--- config.mk ---
export PLATFORM = sky130hd
export DESIGN_NAME = cla_seq_adder
export DESIGN_NICKNAME = d
export VERILOG_FILES = /design/src/rtl/cla_seq_adder.sv
export SDC_FILE = /design/constraint.sdc
export NUM_CORES = 1
export LEC_CHECK = 0
export ABC_AREA = 0
export CORE_MARGIN = 3
export CORE_UTILIZATION = 35
export CTS_BUF_LIST = sky130_fd_sc_hd__clkbuf_2 sky130_fd_sc_hd__clkbuf_4 sky130_fd_sc_hd__clkbuf_8
export CTS_CLUSTER_SIZE = 16
export DETAILED_ROUTE_END_ITERATION = 10
export SYNTH_ARGS = -nofsm -noshare
export SYNTH_HDL_FRONTEND = slang
export SYNTH_SLANG_ARGS = --single-unit
--- constraint.sdc ---
create_clock -name clk -period 3.45 [get_ports clk]
set_clock_uncertainty 0.1 [all_clocks]
set_input_delay 1.035 -clock clk [delete_from_list [all_inputs] [get_ports clk]]
set_output_delay 1.035 -clock clk [all_outputs]
set_load 0.02 [all_outputs]
--- src/rtl/cla_seq_adder.sv ---
// Multi-cycle adder: one 4-bit carry-lookahead slice reused per nibble, LSB first.
// Optional signed-overflow output enabled by defining CLA_SEQ_OVF_EN.
module cla_seq_adder #(
  parameter int WIDTH = 16
) (
  input  logic             clk,
  input  logic             rst_n,
  input  logic             in_valid,
  output logic             in_ready,
  input  logic [WIDTH-1:0] a,
  input  logic [WIDTH-1:0] b,
  input  logic             cin,
  output logic             out_valid,
  input  logic             out_ready,
  output logic [WIDTH-1:0] sum,
  output logic             cout,
  output logic             busy
`ifdef CLA_SEQ_OVF_EN
  ,
  output logic             ovf
`endif
);

  localparam int NCHUNK = WIDTH / 4;
  localparam int IW     = (NCHUNK > 1) ? $clog2(NCHUNK) : 1;

  typedef enum logic [1:0] {IDLE, RUN, DONE} state_t;

  state_t           state, state_nx;
  logic [WIDTH-1:0] a_q, b_q;
  logic             carry_q;
  logic [IW-1:0]    idx;
  logic [3:0]       a_nib, b_nib, g, p;
  logic [4:0]       c;
  logic             last, accept;

  assign last   = (idx == IW'(NCHUNK - 1));
  assign accept = in_valid && in_ready;

  always_ff @(posedge clk or negedge rst_n) begin
    if (!rst_n) state <= IDLE;
    else        state <= state_nx;
  end

  always_comb begin
    state_nx = state;
    case (state)
      IDLE:    if (in_valid)  state_nx = RUN;
      RUN:     if (last)      state_nx = DONE;
      DONE:    if (out_ready) state_nx = IDLE;
      default:                state_nx = IDLE;
    endcase
  end

  always_comb begin
    in_ready  = (state == IDLE);
    out_valid = (state == DONE);
    busy      = (state != IDLE);
  end

  always_comb begin
    a_nib = '0;
    b_nib = '0;
    for (int unsigned i = 0; i < NCHUNK; i++) begin
      if (idx == IW'(i)) begin
        a_nib = a_q[4*i +: 4];
        b_nib = b_q[4*i +: 4];
      end
    end
  end

  // Two-level lookahead: every carry is formed directly from g/p and the carry register.
  always_comb begin
    g    = a_nib & b_nib;
    p    = a_nib ^ b_nib;
    c[0] = carry_q;
    c[1] = g[0] | (p[0] & carry_q);
    c[2] = g[1] | (p[1] & g[0]) | (p[1] & p[0] & carry_q);
    c[3] = g[2] | (p[2] & g[1]) | (p[2] & p[1] & g[0]) | (p[2] & p[1] & p[0] & carry_q);
    c[4] = g[3] | (p[3] & g[2]) | (p[3] & p[2] & g[1]) | (p[3] & p[2] & p[1] & g[0])
         | (p[3] & p[2] & p[1] & p[0] & carry_q);
  end

  always_ff @(posedge clk or negedge rst_n) begin
    if (!rst_n) begin
      a_q     <= '0;
      b_q     <= '0;
      carry_q <= 1'b0;
      idx     <= '0;
      sum     <= '0;
      cout    <= 1'b0;
`ifdef CLA_SEQ_OVF_EN
      ovf     <= 1'b0;
`endif
    end else if (accept) begin
      a_q     <= a;
      b_q     <= b;
      carry_q <= cin;
      idx     <= '0;
      sum     <= '0;
      cout    <= 1'b0;
`ifdef CLA_SEQ_OVF_EN
      ovf     <= 1'b0;
`endif
    end else if (state == RUN) begin
      for (int unsigned i = 0; i < NCHUNK; i++) begin
        if (idx == IW'(i)) sum[4*i +: 4] <= p ^ c[3:0];
      end
      carry_q <= c[4];
      idx     <= idx + IW'(1);
      if (last) begin
        cout <= c[4];
`ifdef CLA_SEQ_OVF_EN
        ovf  <= c[3] ^ c[4];
`endif
      end
    end
  end

endmodule

; ---- Yosys cells after proc, flatten, opt, wreduce, memory -nomap -nowiden
; Index checks and enable logic that the tools add are counted.
[op_classes]
n_addsub = 1
n_mul = 0
div_mod_pow = 0
order_cmp = 0
n_eq_ne = 8
n_shift = 0
muxes = 25
n_bitwise = 29
n_reduce_logical = 14
[ops]
columns = cell, n
row1 = $mux W4, 12
row2 = $mux W16, 2
row3 = $and A1 B1 Y1, 16
row4 = $reduce_bool A2 Y1, 6
row5 = $mux W2, 5
row6 = $or A1 B1 Y1, 10
row7 = $reduce_and A2 Y1, 4
row8 = $xor A4 B4 Y4, 2
row9 = $eq A2 B2 Y1 const B, 3
row10 = $pmux W2 S3, 1
row11 = $mux W1, 5
row12 = $and A4 B4 Y4, 1
row13 = $eq A2 B1 Y1 const B, 2
row14 = $logic_not A2 Y1, 2
row15 = $ne A2 B2 Y1 const B, 2
row16 = $reduce_and A3 Y1, 1
row17 = $add A2 B1 Y2 const B, 1
row18 = $ne A2 B1 Y1 const B, 1
row19 = $logic_and A1 B1 Y1, 1
[word_totals]
regBits = 54
latch_bits = 0
ram_bits = 0
mem_bits_ro = 0
word_cells = 87
mem_count = 0

; ---- Longest topological paths before layout
; Gate-level depths: netlist of run 1.
[logic_depth]
ltp_word = 14
mapped_depth = 13
mapped_depth_nobuf = 11

; ---- Worst setup path after synthesis of run 1
; No wires, ideal clock.
[synth_timing]
kind = reg2reg
from = register idx[1]
to = register sum[14]
setup_ns = 0.137
arrival_ns = 2.383
required_ns = 3.213
path_slack_ns = 0.829
path_stages_with_launch = 14
period_less_slack_ns = 2.621
cell_sequence = dfrtp_1 inv_1 ha_1 buf_2 buf_2 a21oi_1 o21ai_0 a22oi_1 inv_1 ha_1 a21o_1 a21oi_1 xor2_1 o22ai_1
[synth_between]
elab_chain_cells = 13
elab_cells_between_ends = 25
classes_between = 3 x eq/ne / 11 x mux / 8 x bitwise / 3 x reduce/logical
[synth_lines]
columns = item, line_no
row1 = "start, declared", 32  ; logic [IW-1:0] idx;
row2 = "start signal, assigned", 110  ; idx <= idx + IW'(1);
row3 = $logic_not A2 Y1, 65  ; if (idx == IW'(i)) begin
row4 = $mux W4 (4 in series), 65
row5 = $xor A4 B4 Y4 or $and A4 B4 Y4 (tied branches), "75, 74"
row6 = $and A1 B1 Y1, 78  ; c[2] = g[1] | (p[1] & g[0]) | (p[1] & p[0] & carry_q);
row7 = $or A1 B1 Y1 or $and A1 B1 Y1 (tied branches), 78
row8 = $or A1 B1 Y1, 78
row9 = $xor A4 B4 Y4, 107  ; if (idx == IW'(i)) sum[4*i +: 4] <= p ^ c[3:0];
row10 = $mux W4, 107
row11 = $mux W16, 105  ; end else if (state == RUN) begin
row12 = $mux W16, 95  ; end else if (accept) begin
row13 = "end signal, assigned by index", 107
row14 = "end, declared", 15  ; output logic [WIDTH-1:0] sum,
; Parallel ways exist; a longest one is shown, timed or not. The select of a mux whose other input is x is not followed.
; A chain may end at the register's enable or synchronous reset.

; ---- Worst setup path after layout of run 1
; Same ends and word-level chain as after synthesis.

==> flow_metrics.py, run 1 <==
metrics = {
    "die": {
        "core_area_um2": 7450,
        "initial_core_util": 0.372,
        "die_area_um2": 9020,
        "io_pins": 57,
        "rows": 31,
        "die_h_um": 95.0,
        "die_w_um": 95.0,
    },
    "placement": {
        "globalplace.congestion": 0.788,
        "pre_cts_ws_ns": 0.417,
        "hpwl_mm": 4.30,
        "dpl.cell_count": 395,
        "port_buffers": 56,
        "place_area_um2": 3380,
    },
    "synthesis": {
        "avgSynthCellArea_um2": 11.0,
        "synthDistinctLibCells": 36,
        "yosysWarnings": 0,
        "ys_ff_latch": 54,
        "ys_seq_area_frac": 0.488,
        "synth_area_um2": 2770,
        "syn-instance-count": 252,
        "synth_nets": 299,
    },
    "final_layout": {
        "layout_common_cells": "55 x clkdlybuf4s50_1, 54 x dfrtp_1, 35 x nand2_1",
        "drive_above_1_share": 0.152,
        "layout_commonest_cell": "clkdlybuf4s50_1",
        "syn_to_final_growth_pct": 26.0,
        "n_antenna_cell": 0,
        "final-instance-count-excl-fill": 402,
        "fillCellCount": 710,
        "final_area_um2": 3490,
        "utilization": 0.469,
        "regArea_um2": 1350,
        "multiInputGateArea_um2": 1230,
        "nets": 350,
    },
    "sta": {
        "setup_tns_ns": 0,
        "finalSetupViolations": 0,
        "finalCritPeriodShare": 0.883,
        "rsz0062_at_grt": "false",
        "hold_viol": 0,
        "relSlewSlack": 0.542,
        "worst_hold_slack_ns": 0.423,
        "min_period_ns": 3.05,
        "max_freq_ghz": 0.328,
        "worst_slew_pin_slew_ns": 0.687,
        "drv_slew": 0,
        "final.setup.worst_slack_ns": 0.402,
    },
    "global_route": {
        "grt_pass1_wl_mm": 9.74,
        "grt_pass1_vias": 1982,
        "antenna_found_initial": 0,
        "grt-ovfl-total": 0,
        "grtUsageTotal": 0.139,
        "grt_max_degree": 29,
    },
    "critical_path": {
        "endpoint_kind": "flip-flop",
        "slowest_delay_ns": 0.54,
        "path_class": "flip-flop to flip-flop",
        "cp.required_ns": 3.52,
        "crit_family": "compound AO/OA/AOI/OAI gates",
        "cp.depth": 10,
        "crit_chain": "inv_1 > ha_1 > o21ai_0 > a22oi_1 > inv_1 > ha_1 > a21o_1 > a21oi_1 > xor2_1 > o22ai_1",
        "crit_buf_inv": 2,
        "slowest_stage": "ha_1",
        "reg2regPathDepth": 10,
        "cp_max_fo": 19,
        "start_kind": "flip-flop",
        "crit_arrival_ns": 3.12,
    },
    "route": {
        "drtIter0Drc": 85,
        "vias": 1958,
        "post_drt_wl_per_cell_um": 14.4,
        "viasPerCell": 4.87,
        "ant_nets": 0,
        "drt-total-wl_mm": 5.79,
        "drc": 0,
        "firstDrtPassIters": 4,
    },
    "clock_network": {
        "clk_latency_ns": 0.30,
        "cts_made_buffers": 5,
        "cts_root_buf": "clkbuf_8",
        "ctsResizeCount": 0,
        "cts.sinks": 54,
        "cts_hold_buf": 0,
        "clk_pin_slew_ns": 0.09,
        "h-tree-depth": 2,
        "clockBufferDepth": 2,
        "cts_setup_buffers": 0,
        "cts_tree": "built",
    },
    "pwr": {
        "p_leak_nw": 1.53,
        "vdd_drop_max_mv": 0.387,
        "finalPower_mw": 3.47,
        "p_per_area_nw_per_um2": 992,
    },
    "flow_run": {
        "cap_viol_max_count": 0,
    },
    "outcome": {
        "outcome": "finished clean",
    },
    "hold_path": {
        "hold_class": "flip-flop to flip-flop",
        "hold_depth": 1,
    },
}
-- flip-flops by register name, indices dropped and copies added (netlist names) --
register / flops
sum: 16
carry_q: 1
idx: 2
state: 2
b_q: 16
cout: 1
a_q: 16
-- worst paths after layout --
kind                                startpoint                   end  slack (ns)
min in group asynchronous                rst_n  state[1]$_DFFE_PN0P_        0.64
max reg2reg                 idx[1]$_DFFE_PN0P_   sum[14]$_DFFE_PN0P_        0.40
min reg2reg                a_q[14]$_DFFE_PN0P_   a_q[14]$_DFFE_PN0P_        0.42
min                        a_q[14]$_DFFE_PN0P_   a_q[14]$_DFFE_PN0P_        0.42
max                         idx[1]$_DFFE_PN0P_   sum[14]$_DFFE_PN0P_        0.40
max in group asynchronous                rst_n   a_q[14]$_DFFE_PN0P_        2.04
-- cell usage after synthesis (all sizes together) --
cell,number,share of area
nand2b,2,0.0045
mux2,30,0.16
xor2,1,0.0032
a22o,3,0.0095
o22ai,8,0.018
xnor2,2,0.0063
a21o,1,0.0027
inv,19,0.026
o21ai,13,0.023
and2,1,0.0023
o211ai,1,0.0027
buf,13,0.041
nor2,3,0.0041
a21oi,32,0.058
ha,9,0.041
clkbuf,2,0.0027
nand3b,6,0.016
or2,5,0.012
nand2,35,0.047
nor2b,2,0.0054
o21bai,1,0.0027
dfrtp,54,0.49
fa,1,0.0072
a22oi,3,0.0081
nand3,5,0.0090
-- layer usage --
metal,routed length [µm],track usage
met5,0,0
met4,44,0.0337
met3,316,0.0279
met2,2650,0.219
met1,2780,0.197
-- worst register-to-register path: stages (launching register included) --
cell	delay, ns
dfrtp_1	0.42
inv_1	0.10
ha_1	0.54
o21ai_0	0.22
a22oi_1	0.28
inv_1	0.10
ha_1	0.32
a21o_1	0.18
a21oi_1	0.17
xor2_1	0.36
o22ai_1	0.15
-- power by group --
part           leakage [nW]  internal, mW  switching, mW
clock                0.0573         0.232          0.193
combinational         0.800         0.941          0.970
sequential            0.668         0.921          0.208
total                  1.53          2.09           1.37
-- final cells by class --
class                      instances  share of cell area
clock buffer                       6              0.0236
clock inverter                     1             0.00860
inverter                          19              0.0204
multi-input combinational        164               0.352
sequential                        54               0.387
tap                               99              0.0355
timing repair buffer              59               0.173
-- kinds of logic after synthesis --
group / share of synthesized area
flip-flops: 0.488
AND/OR/NAND/NOR: 0.101
multiplexers: 0.160
AO/OA/AOI/OAI: 0.125
adder cells (fa/ha/maj): 0.0479
buffers and inverters: 0.0691
XOR/XNOR: 0.00948
Power figures use the tool's default switching activity.
==> run 2, diff against run 1 <==
--- a/config.mk
+++ b/config.mk
@@ -7,4 +7,5 @@
 export LEC_CHECK = 0
 export ABC_AREA = 0
+export CORE_ASPECT_RATIO = 0.75
 export CORE_MARGIN = 3
 export CORE_UTILIZATION = 35
--- a/constraint.sdc
+++ b/constraint.sdc
@@ -3,3 +3,3 @@
 set_input_delay 1.035 -clock clk [delete_from_list [all_inputs] [get_ports clk]]
 set_output_delay 1.035 -clock clk [all_outputs]
-set_load 0.02 [all_outputs]
+set_load 0.005 [all_outputs]
==> flow_metrics.py, run 2 (same netlist as run 1, synthesis figures left out) <==
metrics = {
    "flow_run": {
        "cap_viol_max_count": 0,
    },
    "hold_path": {
        "min_to": "a_q[1]$_DFFE_PN0P_",
        "hold_depth": 1,
        "min_from": "a_q[1]$_DFFE_PN0P_",
        "hold_class": "flip-flop to flip-flop",
    },
    "pwr": {
        "clkPwrFrac": 0.115,
        "netSwitchingFraction": 0.396,
        "p_per_area_nw_per_um2": 965,
        "p_comb_frac": 0.548,
        "seqPwrFrac": 0.337,
        "internal_power_mw": 2.02,
        "p_leak_nw": 1.51,
        "p_sw_mw": 1.33,
        "vdd_drop_max_mv": 0.382,
    },
    "final_layout": {
        "regArea_um2": 1350,
        "drive_above_1_share": 0.152,
        "syn_to_final_growth_pct": 25.3,
        "multiInputGateArea_um2": 1230,
        "largestRegisters": "a_q: 16 flops, b_q: 16 flops, sum: 16 flops",
        "n_antenna_cell": 0,
        "layout_commonest_cell": "clkdlybuf4s50_1",
        "final_area_um2": 3470,
        "layout_common_cells": "55 x clkdlybuf4s50_1, 54 x dfrtp_1, 35 x nand2_1",
        "nets": 349,
        "fillCellCount": 726,
    },
    "route": {
        "viasPerCell": 4.72,
        "vias": 1908,
        "drt-total-wl_mm": 5.96,
        "drtIter0Drc": 126,
        "drc": 0,
        "ant_nets": 0,
        "post_drt_wl_per_cell_um": 14.7,
        "firstDrtPassIters": 4,
    },
    "global_route": {
        "antenna_found_initial": 0,
        "grt_pass1_wl_mm": 10.1,
        "grt_max_degree": 38,
        "grt-ovfl-total": 0,
        "grtUsageTotal": 0.141,
        "grt_pass1_vias": 1984,
    },
    "clock_network": {
        "cts_tree": "built",
        "cts_root_buf": "clkbuf_8",
        "cts_setup_buffers": 0,
        "cts.sinks": 54,
        "ctsResizeCount": 0,
        "clk_latency_ns": 0.30,
        "cts_made_buffers": 5,
        "clk_pin_slew_ns": 0.11,
        "h-tree-depth": 2,
        "clockBufferDepth": 2,
        "cts_hold_buf": 0,
    },
    "critical_path": {
        "crit_family": "compound AO/OA/AOI/OAI gates",
        "cp_max_fo": 19,
        "slowest_delay_ns": 0.57,
        "reg2regPathDepth": 10,
        "timing.rr.start": "idx[0]$_DFFE_PN0P_",
        "start_kind": "flip-flop",
        "cp.required_ns": 3.53,
        "crit_chain": "inv_1 > ha_1 > a21oi_1 > a22oi_1 > inv_1 > ha_1 > a21o_1 > a21oi_1 > xor2_1 > o22ai_1",
        "crit_arrival_ns": 3.10,
        "slowest_stage": "ha_1",
        "endpoint_kind": "flip-flop",
        "path_class": "flip-flop to flip-flop",
        "crit_buf_inv": 2,
        "r2r-end": "sum[14]$_DFFE_PN0P_",
        "r2r_slack_ns": 0.43,
    },
    "die": {
        "core_area_um2": 7500,
        "rows": 27,
        "die_area_um2": 9030,
        "initial_core_util": 0.370,
        "die_h_um": 83.1,
        "io_pins": 57,
        "die_w_um": 109,
    },
    "sta": {
        "min_period_ns": 3.02,
        "worst_slew_pin_slew_ns": 0.655,
        "drv_slew": 0,
        "final.setup.worst_slack_ns": 0.427,
        "max_freq_ghz": 0.331,
        "relSlewSlack": 0.563,
        "setup_tns_ns": 0,
        "finalSetupViolations": 0,
        "rsz0062_at_grt": "false",
        "hold_viol": 0,
        "worst_hold_slack_ns": 0.426,
        "finalCritPeriodShare": 0.876,
    },
    "placement": {
        "place_area_um2": 3370,
        "pre_cts_ws_ns": 0.454,
        "port_buffers": 56,
        "globalplace.congestion": 0.742,
        "hpwl_mm": 4.36,
    },
    "outcome": {
        "outcome": "finished clean",
    },
}
[run 2: per-stage QoR]
stage          cells  power, mW  utilization
2_1_floorplan    252       2.48            -
3_3_place_gp     396       2.97        0.450
3_5_place_dp     396       2.99        0.450
4_1_cts          404       3.38        0.463
5_1_grt          404       3.67        0.463
6_report         404       3.35        0.463
[run 2: area by class of cell]
type / instances / area share
sequential: 54 / 0.389
multi-input combinational: 164 / 0.354
timing repair buffer: 58 / 0.171
tap: 101 / 0.0364
clock buffer: 6 / 0.0238
inverter: 19 / 0.0205
clock inverter: 2 / 0.00468
[run 2: worst max-delay path by stage]
stage                                   from                   to  slack, ns  cells past startpoint
after floorplan           idx[1]$_DFFE_PN0P_  sum[14]$_DFFE_PN0P_       0.83                     13
after global placement    idx[0]$_DFFE_PN0P_  sum[14]$_DFFE_PN0P_       0.50                     10
after detailed placement  idx[0]$_DFFE_PN0P_  sum[14]$_DFFE_PN0P_       0.45                     10
after CTS                 idx[0]$_DFFE_PN0P_  sum[14]$_DFFE_PN0P_       0.43                     10
after global routing      idx[0]$_DFFE_PN0P_  sum[14]$_DFFE_PN0P_       0.13                     10
final                     idx[0]$_DFFE_PN0P_  sum[14]$_DFFE_PN0P_       0.43                     10
[run 2: layer usage]
metal | vias up | routed length, µm | global-route usage
met4 | 0 | 23 | 0.0241
met3 | 2 | 261 | 0.0280
li1 | 960 | - | -
met1 | 903 | 3290 | 0.225
met5 | - | 0 | 0
met2 | 43 | 2380 | 0.199
[run 2: power groups by stage]
stage                     registers (mW)  clock network [mW]  logic [mW]
final                               1.13               0.386        1.84
after global routing                1.18               0.416        2.08
after CTS                           1.13               0.390        1.86
after detailed placement            1.14                   0        1.85
after global placement              1.14                   0        1.83
after floorplan                     1.05                   0        1.43
